$ cat config.mk
export PLATFORM = sky130hd
export DESIGN_NAME = sel_debounce_tracker
export DESIGN_NICKNAME = d
export VERILOG_FILES = /design/src/rtl/sel_debounce_tracker.sv
export SDC_FILE = /design/constraint.sdc
export NUM_CORES = 1
export LEC_CHECK = 0
export BUFFER_PORTS_ARGS = -buffer_cell sky130_fd_sc_hd__buf_2
export CAP_MARGIN = 20
export CORE_MARGIN = 2
export CORE_UTILIZATION = 40
export CTS_CLUSTER_SIZE = 20
export DETAILED_ROUTE_END_ITERATION = 8
export PLACE_DENSITY = 0.64
export SYNTH_ARGS = -nofsm -noshare
export SYNTH_HDL_FRONTEND = slang
export SYNTH_SLANG_ARGS = --single-unit
$ cat constraint.sdc
create_clock -name clk -period 2.3 [get_ports clk]
set_input_delay 0.115 -clock clk [delete_from_list [all_inputs] [get_ports clk]]
set_output_delay 0.115 -clock clk [all_outputs]
set_load 0.01 [all_outputs]
$ cat src/rtl/sel_debounce_tracker.sv
// Synchronises, debounces and tracks a raw 1-bit select for the downstream decoder.
// Optional STICKY_GLITCH_EN adds a sticky flag for aborted settle windows.
module sel_debounce_tracker #(
  parameter int SYNC_STAGES     = 2,
  parameter int DEBOUNCE_CYCLES = 4,
  parameter int HIST_W          = 2,
  parameter int CNT_W           = 8
) (
  input  logic              clk,
  input  logic              rst,
  input  logic              sel_raw,
  output logic              sel_stable,
  output logic [HIST_W-1:0] sel_hist,
  output logic              sel_chg,
  output logic [CNT_W-1:0]  chg_count,
  output logic              busy
`ifdef STICKY_GLITCH_EN
  ,
  input  logic              glitch_clr,
  output logic              glitch_seen
`endif
);

  localparam int CW = (DEBOUNCE_CYCLES > 1) ? $clog2(DEBOUNCE_CYCLES) : 1;
  localparam logic [CW-1:0] CNT_LAST = CW'(DEBOUNCE_CYCLES - 1);

  typedef enum logic {
    ST_STABLE = 1'b0,
    ST_SETTLE = 1'b1
  } state_e;

  state_e                 state_q, state_d;
  logic [SYNC_STAGES-1:0] sync_q;
  logic [CW-1:0]          cnt_q, cnt_d;
  logic                   stable_q;
  logic [HIST_W-1:0]      hist_q, hist_shift;
  logic                   chg_q;
  logic [CNT_W-1:0]       count_q, count_d;
  logic                   commit;
  logic                   s;

  assign s = sync_q[SYNC_STAGES-1];

  // Sample the raw select into a plain shift chain; only the last stage is used.
  always_ff @(posedge clk or posedge rst) begin
    if (rst) sync_q <= '0;
    else     sync_q <= {sync_q[SYNC_STAGES-2:0], sel_raw};
  end

  // The only value that can differ from the committed one is its complement,
  // so a matching sample in SETTLE is always an abort, never a re-target.
  always_comb begin
    state_d = state_q;
    cnt_d   = cnt_q;
    commit  = 1'b0;
    case (state_q)
      ST_STABLE: begin
        if (s != stable_q) begin
          if (DEBOUNCE_CYCLES == 1) begin
            commit = 1'b1;
          end else begin
            state_d = ST_SETTLE;
            cnt_d   = CW'(1);
          end
        end
      end
      ST_SETTLE: begin
        if (s == stable_q) begin
          state_d = ST_STABLE;
          cnt_d   = '0;
        end else if (cnt_q == CNT_LAST) begin
          commit  = 1'b1;
          state_d = ST_STABLE;
          cnt_d   = '0;
        end else begin
          cnt_d = cnt_q + CW'(1);
        end
      end
      default: begin
        state_d = ST_STABLE;
        cnt_d   = '0;
      end
    endcase
  end

  generate
    if (HIST_W == 1) begin : g_hist1
      assign hist_shift = s;
    end else begin : g_histn
      assign hist_shift = {hist_q[HIST_W-2:0], s};
    end
  endgenerate

  assign count_d = (&count_q) ? count_q : count_q + CNT_W'(1);

  always_ff @(posedge clk or posedge rst) begin
    if (rst) begin
      state_q  <= ST_STABLE;
      cnt_q    <= '0;
      stable_q <= 1'b0;
      hist_q   <= '0;
      chg_q    <= 1'b0;
      count_q  <= '0;
    end else begin
      state_q <= state_d;
      cnt_q   <= cnt_d;
      chg_q   <= commit;
      if (commit) begin
        stable_q <= s;
        hist_q   <= hist_shift;
        count_q  <= count_d;
      end
    end
  end

  assign sel_stable = stable_q;
  assign sel_hist   = hist_q;
  assign sel_chg    = chg_q;
  assign chg_count  = count_q;
  assign busy       = (state_q == ST_SETTLE);

`ifdef STICKY_GLITCH_EN
  logic glitch_q;
  logic abort;

  assign abort = (state_q == ST_SETTLE) && (s == stable_q);

  // An abort on the same edge as a clear keeps the flag set.
  always_ff @(posedge clk or posedge rst) begin
    if (rst)             glitch_q <= 1'b0;
    else if (abort)      glitch_q <= 1'b1;
    else if (glitch_clr) glitch_q <= 1'b0;
  end

  assign glitch_seen = glitch_q;
`endif

endmodule

======== Word level (Yosys, flattened, before mapping) ========
Index checks and enable logic that the tools add are counted.
operators by class
  reductions and logical operators ........ 2
  equality and inequality tests ........... 4
  mux-type cells .......................... 11
  $add $sub $neg .......................... 2
  bitwise gates (word level) .............. 2
operator list
  operator                                     count
  adder 8 x 1 -> 8 bit, second input constant  1
  AND reduction 8 bit                          1
  two-way mux 1 bit                            6
  two-way mux 2 bit                            3
  one-hot mux 2 bit (2 select lines)           1
  adder 2 x 1 -> 2 bit, second input constant  1
  equality test 2 bit, second input constant   1
  != test 2 bit, second input constant         1
  NOT 1 bit                                    2
  one-hot mux 1 bit (2 select lines)           1
  AND reduction 2 bit                          1
  equality test 1 bit                          1
  != test 1 bit                                1
word-level totals
  register bits after elaboration ......... 17
  output and inout port bits .............. 13
  input bits .............................. 3
  word-level logic and storage cells ...... 28

======== Logic depth before layout (Yosys ltp) ========
Gate-level depths: netlist (run 1).
  depth in word-level cells ............... 5
  mapped depth ............................ 5

======== Worst setup path after synthesis (run 1) ========
No wires, ideal clock.
  path type ............................... flip-flop to flip-flop
  start ................................... register sel_hist[0] (netlist name)
  end ..................................... register count_q[6], in the netlist chg_count[6]
  stages on the path, launching flop included .. 5
  path slack .............................. 0.837 ns
  clock period less this slack ............ 1.463 ns
  path buffers ............................ 0
  data arrival time ....................... 1.338 ns
  required time ........................... 2.175 ns
  path through ............................ dfrtp_1 > xnor2_2 > nor3_2 > nand3_1 > mux2_4
RTL lines
  item                    RTL line  text
  end signal: assignment  111       count_q <= count_d;
  end: declaration        38        logic [CNT_W-1:0] count_q, count_d;

==> results.rst, run 1 <==
.. list-table::
   :header-rows: 1

   * - Metric
     - Value
   * - Wire per inst
     - between 10 and 15 um
   * - Startpoint of the most critical register-to-register path
     - sel_hist[0]$_DFFE_PP0P_
   * - Post-layout total power
     - between 0.7 and 0.8 mW
   * - Met1 Usage GRT
     - 0.194
   * - Clock transition at the registers of the reported paths
     - around 0.09 ns
   * - Die height
     - 47.0 um
   * - Worst max-slew margin expressed relative to the limit
     - 0.604
   * - Dpl cell area
     - around 840 um2
   * - Total negative setup slack
     - 0 ns
   * - Total power density per cell area
     - around 900 nW/um2
   * - Utilization of the core after routing
     - 0.510
   * - Highest-count cells in the layout ignoring fill and taps
     - 16 x dfrtp_1, 15 x buf_2, 8 x nand2_1, 6 x nand3_1
   * - Boundary pin count
     - 16
   * - Antenna viol nets, final
     - 0
   * - Yosys warning count
     - 0
   * - Final antenna diode count
     - 0
   * - Horizontal die dimension
     - ~47 um
   * - Layout net count
     - 90
   * - Hold Crit Class
     - reg2reg
   * - Total vias in the final route
     - about 530
   * - Max-slew violation count
     - 0
   * - Portion of synthesized cell area occupied by the leading cell type
     - 0.541
   * - Pin slew with the least headroom to its limit
     - ~0.59 ns
   * - Final instance area
     - about 900 um2
   * - Die Area
     - between 2000 and 2500 um2
   * - Pre-CTS WS
     - 0.763 ns
   * - Worst Hold Slack
     - ~0.35 ns
   * - CP Capture Type
     - flop
   * - DR pass1 iterations
     - 4
   * - Final number of hold-violating endpoints
     - 0
   * - Post-route setup slack
     - approximately 0.76 ns
   * - Clock tree from TritonCTS
     - yes
   * - Number of antenna violations at the first check in global routing
     - 0
   * - Leakage power of the design
     - around 0.44 nW
   * - Leading cell type in the layout, fill and taps excluded
     - dfrtp_1
   * - Routing layer with the top usage in global route
     - met2
   * - Ranking of synthesized cells by area
     - dfrtp_1 54%, nand3_1 4.1%, mux2_4 4.1%
   * - Met2 Usage GRT
     - 0.208
   * - Post-synthesis average cell area
     - 11.6 um2
   * - Max Cap Viol
     - 0
   * - Area grow syn2layout
     - 19.1%
   * - Sum of net half-perimeters after detailed placement
     - 890 um
   * - Global placer's final weighted congestion
     - ~0.75
   * - Critical Path RT
     - roughly 2.5 ns
   * - Pin count of the biggest net entering global routing
     - 17
   * - Final period util
     - 0.670
   * - Clock buffers created by TritonCTS
     - 3
   * - GR Util met3
     - 0.0308
   * - Clock latency of the later-clocked register in the worst-skew pair
     - 0.28 ns
   * - Sequential-to-total area share from yosys stat
     - 0.541
   * - Critical path class
     - reg2reg
   * - Capture point of the critical path
     - chg_count[1]$_DFFE_PP0P_
   * - Min Clock Period, post-route
     - between 1.5 and 2 ns
   * - Synth area leader
     - dfrtp_1
   * - Proportion of register bits with asynchronous set or reset after synthesis
     - 1.00
   * - Wirelength, routed
     - between 1 and 1.5 mm
   * - Post-cts gate resize count
     - 0
   * - WP data arrival
     - approximately 1.7 ns
   * - Initial drt markers
     - 7
   * - Number of cells produced by synthesis
     - 64
   * - Result of the run
     - finished clean
   * - Netlist Area Pre-Place
     - around 740 um2
   * - Main synth FF type
     - dfrtp_1
   * - Layout cells sized above 1
     - 0.313
   * - Number of synthesized flops with an enable pin
     - 0
   * - Maximum achievable frequency
     - about 0.65 GHz
   * - Via count of the first global-routing pass
     - about 500
   * - Synthesized Nets
     - just under 70
   * - Largest buffer count on any clock path
     - 2
   * - Worst clock skew
     - 0.00445 ns
   * - CP startpoint
     - sel_hist[0]$_DFFE_PP0P_
   * - Setup repair after global routing missed its margin
     - false
   * - Sink Count
     - 16
   * - Worst r2r path cells
     - 4
   * - Number of placed cells counting well taps
     - about 100
   * - H-Tree Depth
     - 1
   * - Wire length of the first global-routing pass
     - 2.17 mm
   * - DRC Markers
     - 0
   * - Overflow left after global routing
     - 0
   * - Category of the worst setup path launch point
     - flop
   * - Mean number of vias per cell
     - roughly 5
   * - Library cells used by synthesis
     - 27
   * - Critical path fanouts, max
     - 6
   * - Worst reg2reg setup slack
     - ~0.76 ns
   * - Quantity of I/O buffers inserted on ports
     - 15
   * - Synth Register Bits
     - 16
   * - Post-CTS setup buffers
     - 0
   * - Peak supply drop
     - roughly 0.00052 V
   * - Standard-cell row count
     - 15
   * - Initial core utilization
     - 0.428
   * - Count of placed standard cells in the final layout, fillers left out
     - about 110
   * - Terminus of the critical flop-to-flop path
     - chg_count[1]$_DFFE_PP0P_
   * - Root Driver
     - clkbuf_4
   * - Core Box Area
     - approximately 1700 um2
   * - Final setup violation count
     - 0
   * - Final-layout fill cell count
     - roughly 180
   * - Total GRT Usage
     - 0.140
-- critical path, cell delays in order (launching register included) --
cell and delay [ns]:
dfrtp_1 0.46, xnor2_2 0.38, nor2_2 0.11, nand2_1 0.13
mux2_1 0.33
-- layer usage --
layer	part of all wire	wire length, um
met1	0.45	535
met2	0.48	579
met3	0.054	64
met4	0.013	16
met5	0	0
-- cell type report --
cell class                 count  area (um2)  area share
sequential                    16         400       0.455
multi-input combinational     45         324       0.368
timing repair buffer          17        95.1       0.108
tap                           25        31.3      0.0355
clock buffer                   3        22.5      0.0256
inverter                       2        7.51     0.00852
-- power breakdown --
| group | internal [mW] | leakage (nW) | switching, mW | total, mW |
|---|---|---|---|---|
| sequential | 0.344 | 0.204 | 0.0702 | 0.414 |
| combinational | 0.109 | 0.221 | 0.128 | 0.236 |
| clock | 0.0606 | 0.0138 | 0.0799 | 0.140 |
| total | 0.513 | 0.439 | 0.278 | 0.790 |
-- synth_stat cells, types with 2 or more instances --
| cell | number |
|---|---|
| ha_1 | 2 |
| xnor2_1 | 2 |
| nand2_1 | 8 |
| o21a_1 | 2 |
| dfrtp_1 | 16 |
| o21ai_0 | 2 |
| nand3_1 | 6 |
| and3_1 | 2 |
| nor2_1 | 2 |
| a21oi_1 | 3 |
| mux2_4 | 2 |
| inv_1 | 2 |
-- repair_timing --
action / 4_1_cts / 5_1_grt
hold buffers: 2 / 0
endpoints found under the setup margin: 0 / 0
endpoints found under the hold margin: 17 / 0
-- registers in the layout (all words and copies together), names as in the netlist --
name,cells
chg_count,8
sel_chg,1
sync_q,2
busy,1
cnt_q,2
sel_hist,2
-- how the worst min path moves through the flow --
stage,to,start,slack (ns),cells after the start
global placement,sync_q[0]$_DFF_PP0_,rst,0.21,2
finish,sync_q[1]$_DFF_PP0_,sync_q[0]$_DFF_PP0_,0.35,0
detailed placement,sync_q[0]$_DFF_PP0_,sel_raw,0.22,1
floorplan,busy$_DFF_PP0_,rst,0.03,1
global route,sync_q[1]$_DFF_PP0_,sync_q[0]$_DFF_PP0_,0.37,0
CTS,sync_q[1]$_DFF_PP0_,sync_q[0]$_DFF_PP0_,0.36,0
-- logic make-up after synthesis --
logic type      count (synthesis)  synth area share
simple gates                   28             0.223
flops                          16             0.541
compound gates                  7            0.0541
xor+xnor                        4            0.0575
mux                             4            0.0694
buf+inv                         3            0.0203
fa+ha+maj                       2            0.0338
(Power assumes the default switching activity.)
==> run 2, diff against run 1 <==
clock period = 1.43 ns   (was 2.3 ns; I/O delays follow)
==> results.rst, run 2 (synthesized netlist as in run 1, its figures left out) <==
.. list-table::
   :header-rows: 1

   * - Metric
     - Value
   * - Layout cells sized above 1
     - 0.480 (+0.166)
   * - Largest buffer count on any clock path
     - 2 (unchanged)
   * - Result of the run
     - finished clean
   * - Worst max-slew margin expressed relative to the limit
     - 0.611 (+0.00739)
   * - Clock latency of the later-clocked register in the worst-skew pair
     - 0.28 ns (about the same)
   * - Count of placed standard cells in the final layout, fillers left out
     - 123 (+14%)
   * - Hold Crit Class
     - reg2reg
   * - Portion of total power attributed to the clock network
     - 0.167 (-0.011)
   * - P_sw
     - 0.517 mW (+86%)
   * - Comb power frac
     - 0.390 (+0.091)
   * - Total power density per cell area
     - 1400 nW/um2 (+56%)
   * - Total vias in the final route
     - 582 (+9.2%)
   * - Clock transition at the registers of the reported paths
     - 0.09 ns (about the same)
   * - Max Cap Viol
     - 0 (unchanged)
   * - Wire length of the first global-routing pass
     - 2.13 mm (-1.6%)
   * - Design internal power
     - 0.947 mW (+85%)
   * - H-Tree Depth
     - 1 (unchanged)
   * - Pin slew with the least headroom to its limit
     - 0.582 ns (-0.0111 ns)
   * - Sum of net half-perimeters after detailed placement
     - 1.01 mm (+13%)
   * - Pin count of the biggest net entering global routing
     - 17 (unchanged)
   * - Origin of the worst min-delay path
     - sync_q[0]$_DFF_PP0_
   * - Worst clock skew
     - 0.00776 ns (+0.00331 ns)
   * - Global placer's final weighted congestion
     - 0.742 (-0.97%)
   * - Critical path class
     - reg2reg
   * - Standard-cell row count
     - 15 (unchanged)
   * - Category of the worst setup path launch point
     - flop
   * - Overflow left after global routing
     - 0 (unchanged)
   * - Boundary pin count
     - 16 (unchanged)
   * - Area grow syn2layout
     - 41.6%
   * - Core Box Area
     - 1730 um2 (unchanged)
   * - Root Driver
     - clkbuf_4
   * - WP data arrival
     - 1.58 ns (-0.12 ns)
   * - Max-slew violation count
     - 0 (unchanged)
   * - CP Capture Type
     - flop
   * - Cells along the critical path
     - xnor2_4 -> nor3_4 -> nand3_2 -> mux2_4
   * - Layout net count
     - 104 (+16%)
   * - Number of placed cells counting well taps
     - 116 (+13%)
   * - Fraction of power consumed by sequential logic
     - 0.443 (-0.081)
   * - Horizontal die dimension
     - 47.0 um (unchanged)
   * - Critical path fanouts, max
     - 5 (-1)
   * - Clock tree from TritonCTS
     - yes
   * - Worst r2r path cells
     - 4 (unchanged)
   * - Final antenna diode count
     - 0 (unchanged)
   * - Antenna viol nets, final
     - 0 (unchanged)
   * - DR pass1 iterations
     - 4 (unchanged)
   * - Mean number of vias per cell
     - 4.73 (-4.1%)
   * - Worst reg2reg setup slack
     - 0.03 ns (-0.73 ns)
   * - Dpl cell area
     - 952 um2 (+14%)
   * - Largest incremental delay on the critical path
     - 0.45 ns (about the same)
   * - Post-layout total power
     - 1.46 mW (+85%)
   * - Startpoint of the most critical register-to-register path
     - sync_q[1]$_DFF_PP0_
   * - Total GRT Usage
     - 0.144 (+0.00433)
   * - Number of antenna violations at the first check in global routing
     - 0 (unchanged)
   * - Flip-flop count of the largest register, all copies and words added
     - 8 (unchanged)
   * - Wire per inst
     - 10.8 um (-2.2%)
   * - DRC Markers
     - 0 (unchanged)
   * - Wirelength, routed
     - 1.33 mm (+11%)
   * - Terminus of the critical flop-to-flop path
     - chg_count[7]$_DFFE_PP0P_
   * - Quantity of I/O buffers inserted on ports
     - 15 (unchanged)
   * - Maximum achievable frequency
     - 0.716 GHz (+10%)
   * - Final instance area
     - 1050 um2 (+19%)
   * - Min Clock Period, post-route
     - 1.40 ns (-0.143 ns)
   * - Critical Path Slowest Stage Cell
     - dfrtp_2
   * - Via count of the first global-routing pass
     - 506 (+0.80%)
   * - Critical Path RT
     - 1.61 ns (-0.85 ns)
   * - Die Area
     - 2210 um2 (unchanged)
   * - Net switching share of the total power
     - 0.353 (+0.00225)
   * - Final period util
     - 0.977 (+0.307)
   * - Initial core utilization
     - 0.428 (unchanged)
   * - Sink Count
     - 16 (unchanged)
   * - Hold path cells
     - 0 (unchanged)
   * - Leakage power of the design
     - 0.535 nW (+22%)
   * - Final number of hold-violating endpoints
     - 0 (unchanged)
   * - Leading cell type in the layout, fill and taps excluded
     - buf_2
   * - Final setup violation count
     - 0 (unchanged)
   * - Peak supply drop
     - 0.000894 V (+73%)
   * - Initial drt markers
     - 6 (-1)
   * - Setup repair after global routing missed its margin
     - true
   * - Highest-count cells in the layout ignoring fill and taps
     - 15 x buf_2, 14 x dfrtp_1, 14 x buf_4, 7 x nand2_1, 5 x nand3_1
   * - Die height
     - 47.0 um (unchanged)
   * - Hold Path End
     - sync_q[1]$_DFF_PP0_
   * - Clock buffers created by TritonCTS
     - 3 (unchanged)
   * - Total negative setup slack
     - 0 ns (unchanged)
## run 2: changes by cell type in the layout (fill, tap and decap cells not counted), sizes merged
cell,previous run,this run
buf,15,29
clkbuf,3,4
## run 2: per-layer routing
| metal | vias up | wire length [um] | GRT usage |
|---|---|---|---|
| li1 | 295 | - | - |
| met1 | 268 | 637 | 0.200 |
| met2 | 15 | 614 | 0.205 |
| met3 | 4 | 51 | 0.0346 |
| met4 | 0 | 28 | 0.0833 |
| met5 | - | 0 | 0 |
## run 2: repair_timing
item	4_1_cts	5_1_grt
setup buffers	0	1
hold buffers	2	0
hold endpoints to repair	17	0
pin swaps	0	4
endpoints found under the setup margin	1	3
gates resized for setup	1	7
## run 2: worst max path at each step
stage | from | end | slack [ns] | cells past startpoint
2_1_floorplan | chg_count[0]$_DFFE_PP0P_ | chg_count[6]$_DFFE_PP0P_ | -0.0005 | 5
3_3_place_gp | sync_q[1]$_DFF_PP0_ | chg_count[1]$_DFFE_PP0P_ | -0.003 | 4
3_5_place_dp | sync_q[1]$_DFF_PP0_ | chg_count[1]$_DFFE_PP0P_ | -0.02 | 4
4_1_cts | sync_q[1]$_DFF_PP0_ | chg_count[1]$_DFFE_PP0P_ | 0.03 | 4
5_1_grt | sel_hist[0]$_DFFE_PP0P_ | chg_count[7]$_DFFE_PP0P_ | -0.04 | 4
6_report | sync_q[1]$_DFF_PP0_ | chg_count[7]$_DFFE_PP0P_ | 0.03 | 4
## run 2: critical path: cells and delay by family (launching register included)
| family | cells | cell delay [ns] |
|---|---|---|
| xor gates and xnor gates | 1 | 0.20 |
| muxes | 1 | 0.30 |
| and+or+nand+nor | 2 | 0.36 |
| DFF | 1 | 0.45 |
## run 2: layout make-up
type / instances / area (um2)
fill: 147 / 679
sequential: 16 / 403
multi-input combinational: 45 / 379
timing repair buffer: 31 / 200
tap: 25 / 31.3
clock buffer: 4 / 26.3
inverter: 2 / 7.51
## run 2: stage by stage
stage / worst slack, ns / utilization / hold slack (ns)
after detailed placement: -0.0160 / 0.551 / 0.169
final: 0.0330 / 0.607 / 0.359
after CTS: 0.0252 / 0.585 / 0.366
after global routing: -0.0398 / 0.607 / 0.370
after global placement: -0.00346 / 0.551 / 0.167
after floorplan: -0.000484 / - / -0.0148
## run 2: power by group through the flow
stage	Clock [mW]	Combinational (mW)	Sequential [mW]
final	0.245	0.571	0.648
after global routing	0.272	0.642	0.664
after CTS	0.261	0.539	0.640
after detailed placement	0	0.516	0.641
after global placement	0	0.509	0.637
after floorplan	0	0.240	0.701
==> run 3, diff against run 2 <==
--- a/config.mk
+++ b/config.mk
@@ -7,2 +7,3 @@
 export LEC_CHECK = 0
+export ABC_AREA = 1
 export BUFFER_PORTS_ARGS = -buffer_cell sky130_fd_sc_hd__buf_2
@@ -13,3 +14,4 @@
 export DETAILED_ROUTE_END_ITERATION = 8
-export PLACE_DENSITY = 0.64
+export PLACE_DENSITY = 0.63
+export SETUP_SLACK_MARGIN = 0.4
 export SYNTH_ARGS = -nofsm -noshare
--- a/constraint.sdc
+++ b/constraint.sdc
@@ -3,2 +3,2 @@
 set_output_delay 0.0715 -clock clk [all_outputs]
-set_load 0.01 [all_outputs]
+set_load 0.005 [all_outputs]
==> results.rst, run 3 <==
.. list-table::
   :header-rows: 1

   * - Metric
     - Value
   * - Standard-cell row count
     - 16 (+1)
   * - Quantity of I/O buffers inserted on ports
     - 15 (unchanged)
   * - Portion of synthesized cell area occupied by the leading cell type
     - 0.497 (-0.0446)
   * - Wire length of the first global-routing pass
     - 2.82 mm (+32%)
   * - Final number of hold-violating endpoints
     - 0 (unchanged)
   * - Main synth FF type
     - dfrtp_1
   * - DRC Markers
     - 0 (unchanged)
   * - Worst clock skew
     - 0.00815 ns (+0.000391 ns)
   * - Category of the worst setup path launch point
     - flop
   * - Post-route setup slack
     - 0.232 ns (+0.199 ns)
   * - Clock latency of the later-clocked register in the worst-skew pair
     - 0.29 ns (about the same)
   * - Largest incremental delay on the critical path
     - 0.41 ns (-0.04 ns)
   * - Final setup violation count
     - 0 (unchanged)
   * - Terminus of the critical flop-to-flop path
     - chg_count[3]$_DFFE_PP0P_
   * - Max Cap Viol
     - 0 (unchanged)
   * - Boundary pin count
     - 16 (unchanged)
   * - Sum of net half-perimeters after detailed placement
     - 1.09 mm (+7.9%)
   * - Clock tree from TritonCTS
     - yes
   * - Die Area
     - 2390 um2 (+8.2%)
   * - Sink Count
     - 16 (unchanged)
   * - Netlist Area Pre-Place
     - 806 um2 (+9.0%)
   * - Total GRT Usage
     - 0.151 (+0.00701)
   * - Final instance area
     - 1080 um2 (+2.7%)
   * - Overflow left after global routing
     - 0 (unchanged)
   * - Final period util
     - 0.838 (-0.139)
   * - Result of the run
     - finished clean
   * - Hold path cells
     - 0 (unchanged)
   * - H-Tree Depth
     - 1 (unchanged)
   * - DR pass1 iterations
     - 4 (unchanged)
   * - Pre-CTS WS
     - 0.203 ns (+0.219 ns)
   * - Synth area leader
     - dfrtp_1
   * - Highest-count cells in the layout ignoring fill and taps
     - 37 x nand2_1, 15 x dfrtp_1, 15 x buf_2, 9 x inv_1, 8 x buf_4
   * - List of most frequent post-synthesis cells
     - 41 x nand2_1, 16 x dfrtp_1, 11 x inv_1
   * - Ranking of synthesized cells by area
     - dfrtp_1 50%, nand2_1 19%, inv_1 5.1%
   * - Wire per inst
     - 11.0 um (+1.8%)
   * - Hold Crit Class
     - reg2reg
   * - Flip-flop count of the largest register, all copies and words added
     - 8 (unchanged)
   * - Synthesized Nets
     - 105 (+52%)
   * - Root Driver
     - clkbuf_4
   * - Dpl cell area
     - 923 um2 (-3.0%)
   * - Startpoint of the most critical register-to-register path
     - chg_count[0]$_DFFE_PP0P_
   * - Critical Path Slowest Stage Cell
     - dfrtp_1
   * - Worst Hold Slack
     - 0.355 ns (-0.00421 ns)
   * - Clock transition at the registers of the reported paths
     - 0.10 ns (about the same)
   * - Origin of the worst min-delay path
     - sync_q[0]$_DFF_PP0_
   * - Gate family responsible for the most delay along the worst path
     - flip-flops
   * - Antenna viol nets, final
     - 0 (unchanged)
   * - Worst reg2reg setup slack
     - 0.23 ns (+0.20 ns)
   * - Maximum achievable frequency
     - 0.834 GHz (+17%)
   * - Die height
     - 48.9 um (+4.0%)
   * - Cells along the critical path
     - ha_2 -> nand3_4 -> clkinv_4 -> nand2_4 -> nand2_4 -> nand2_1 -> nand2_1
   * - Critical Path RT
     - 1.62 ns (about the same)
   * - Horizontal die dimension
     - 48.9 um (+4.0%)
   * - Total vias in the final route
     - 713 (+23%)
   * - Number of synthesized flops with an enable pin
     - 0 (unchanged)
   * - Library cells used by synthesis
     - 19 (-30%)
   * - Max-slew violation count
     - 0 (unchanged)
   * - Critical path fanouts, max
     - 8 (+3)
   * - CP Capture Type
     - flop
   * - Pin count of the biggest net entering global routing
     - 17 (unchanged)
   * - Yosys warning count
     - 0 (unchanged)
   * - Core Box Area
     - 1920 um2 (+11%)
   * - Initial drt markers
     - 7 (+1)
   * - Post-synthesis average cell area
     - 8.06 um2 (-30%)
   * - Via count of the first global-routing pass
     - 696 (+38%)
   * - Sequential-to-total area share from yosys stat
     - 0.497 (-0.0446)
   * - Largest buffer count on any clock path
     - 2 (unchanged)
   * - Initial core utilization
     - 0.419 (-0.00899)
   * - WP data arrival
     - 1.39 ns (-0.19 ns)
   * - Proportion of register bits with asynchronous set or reset after synthesis
     - 1.00 (unchanged)
   * - Final antenna diode count
     - 0 (unchanged)
   * - Peak supply drop
     - 0.000829 V (-7.3%)
   * - Number of cells produced by synthesis
     - 100 (+56%)
   * - Synth Register Bits
     - 16 (unchanged)
   * - Wirelength, routed
     - 1.71 mm (+28%)
   * - Critical path buffer and inverter count
     - 1 (+1)
   * - Leakage power of the design
     - 0.603 nW (+13%)
   * - Cell with the most instances after synthesis
     - nand2_1
   * - Leading cell type in the layout, fill and taps excluded
     - nand2_1
   * - Post-layout total power
     - 1.41 mW (-3.5%)
   * - Total negative setup slack
     - 0 ns (unchanged)
   * - Pin slew with the least headroom to its limit
     - 0.609 ns (+0.0264 ns)
   * - Setup repair after global routing missed its margin
     - true
   * - Min Clock Period, post-route
     - 1.20 ns (-0.199 ns)
   * - Total power density per cell area
     - 1310 nW/um2 (-6.1%)
   * - Hold Path End
     - sync_q[1]$_DFF_PP0_
   * - Mean number of vias per cell
     - 4.60 (-2.8%)
   * - Clock buffers created by TritonCTS
     - 3 (unchanged)
   * - Critical path class
     - reg2reg
   * - Layout cells sized above 1
     - 0.367 (-0.112)
   * - Worst r2r path cells
     - 7 (+3)
   * - Area grow syn2layout
     - 33.5%
   * - Number of antenna violations at the first check in global routing
     - 0 (unchanged)
   * - Worst max-slew margin expressed relative to the limit
     - 0.594 (-0.0176)
   * - Layout net count
     - 134 (+29%)
   * - Global placer's final weighted congestion
     - 0.778 (+4.9%)
[run 3: cell count changes after synthesis, sizes merged, moves of 3 or more]
cell	previous run	this run
o21ai	2	6
nand2	9	45
nor2	3	6
inv	2	13
mux2	3	0
[run 3: worst max path at each step]
stage                                        start                        to  slack, ns  cells past startpoint
after floorplan           chg_count[1]$_DFFE_PP0P_  chg_count[3]$_DFFE_PP0P_       0.28                      7
after global placement    chg_count[1]$_DFFE_PP0P_  chg_count[3]$_DFFE_PP0P_       0.22                      7
after detailed placement  chg_count[1]$_DFFE_PP0P_  chg_count[0]$_DFFE_PP0P_       0.20                      7
after CTS                 chg_count[1]$_DFFE_PP0P_  chg_count[1]$_DFFE_PP0P_       0.24                      6
after global routing          cnt_q[1]$_DFFE_PP0P_  chg_count[2]$_DFFE_PP0P_       0.13                      7
final                     chg_count[0]$_DFFE_PP0P_  chg_count[3]$_DFFE_PP0P_       0.23                      7
[run 3: final cells by class]
| type | count | area, um2 |
|---|---|---|
| Clock buffer | 4 | 36.3 |
| Fill cell | 183 | 846 |
| Inverter | 14 | 57.6 |
| Multi-Input combinational cell | 69 | 392 |
| Sequential cell | 16 | 402 |
| Tap cell | 27 | 33.8 |
| Timing Repair Buffer | 25 | 155 |
[run 3: per-layer routing]
metal / track usage / vias up / wire length [um]
met5: 0 / - / 0
met4: 0.0714 / 0 / 23
met3: 0.0276 / 5 / 58
met2: 0.258 / 15 / 855
met1: 0.184 / 333 / 771
li1: - / 360 / -
[run 3: worst register-to-register path, stage by stage, from the launching register on]
cell      delay (ns)
dfrtp_1         0.41
ha_2            0.21
nand3_4         0.13
clkinv_4        0.07
nand2_4         0.06
nand2_4         0.08
nand2_1         0.07
nand2_1         0.05
[run 3: cell families after synthesis]
group	Yosys count	share of synthesized area
xor+xnor	3	0.0326
fa+ha+maj	2	0.0311
buf+inv	15	0.0745
flops	16	0.497
simple gates	56	0.312
compound gates	8	0.0528
[run 3: stage by stage]
step,std cells,utilization
6_report,155,0.560
3_3_place_gp,141,0.480
3_5_place_dp,141,0.480
5_1_grt,155,0.560
2_1_floorplan,100,-
4_1_cts,150,0.529
[run 3: timing repair]
item	CTS	global route
gates cloned	0	0
setup endpoints to repair	11	15
endpoints found under the hold margin	17	0
hold buffers	2	0
resized for setup	6	8
setup buffers	3	5
pin swaps	14	11
[run 3: report_power, final]
group / total (mW) / internal (mW) / switching (mW)
Clock: 0.308 / 0.155 / 0.153
Combinational: 0.483 / 0.245 / 0.238
Sequential: 0.622 / 0.541 / 0.0807
Total: 1.41 / 0.941 / 0.472
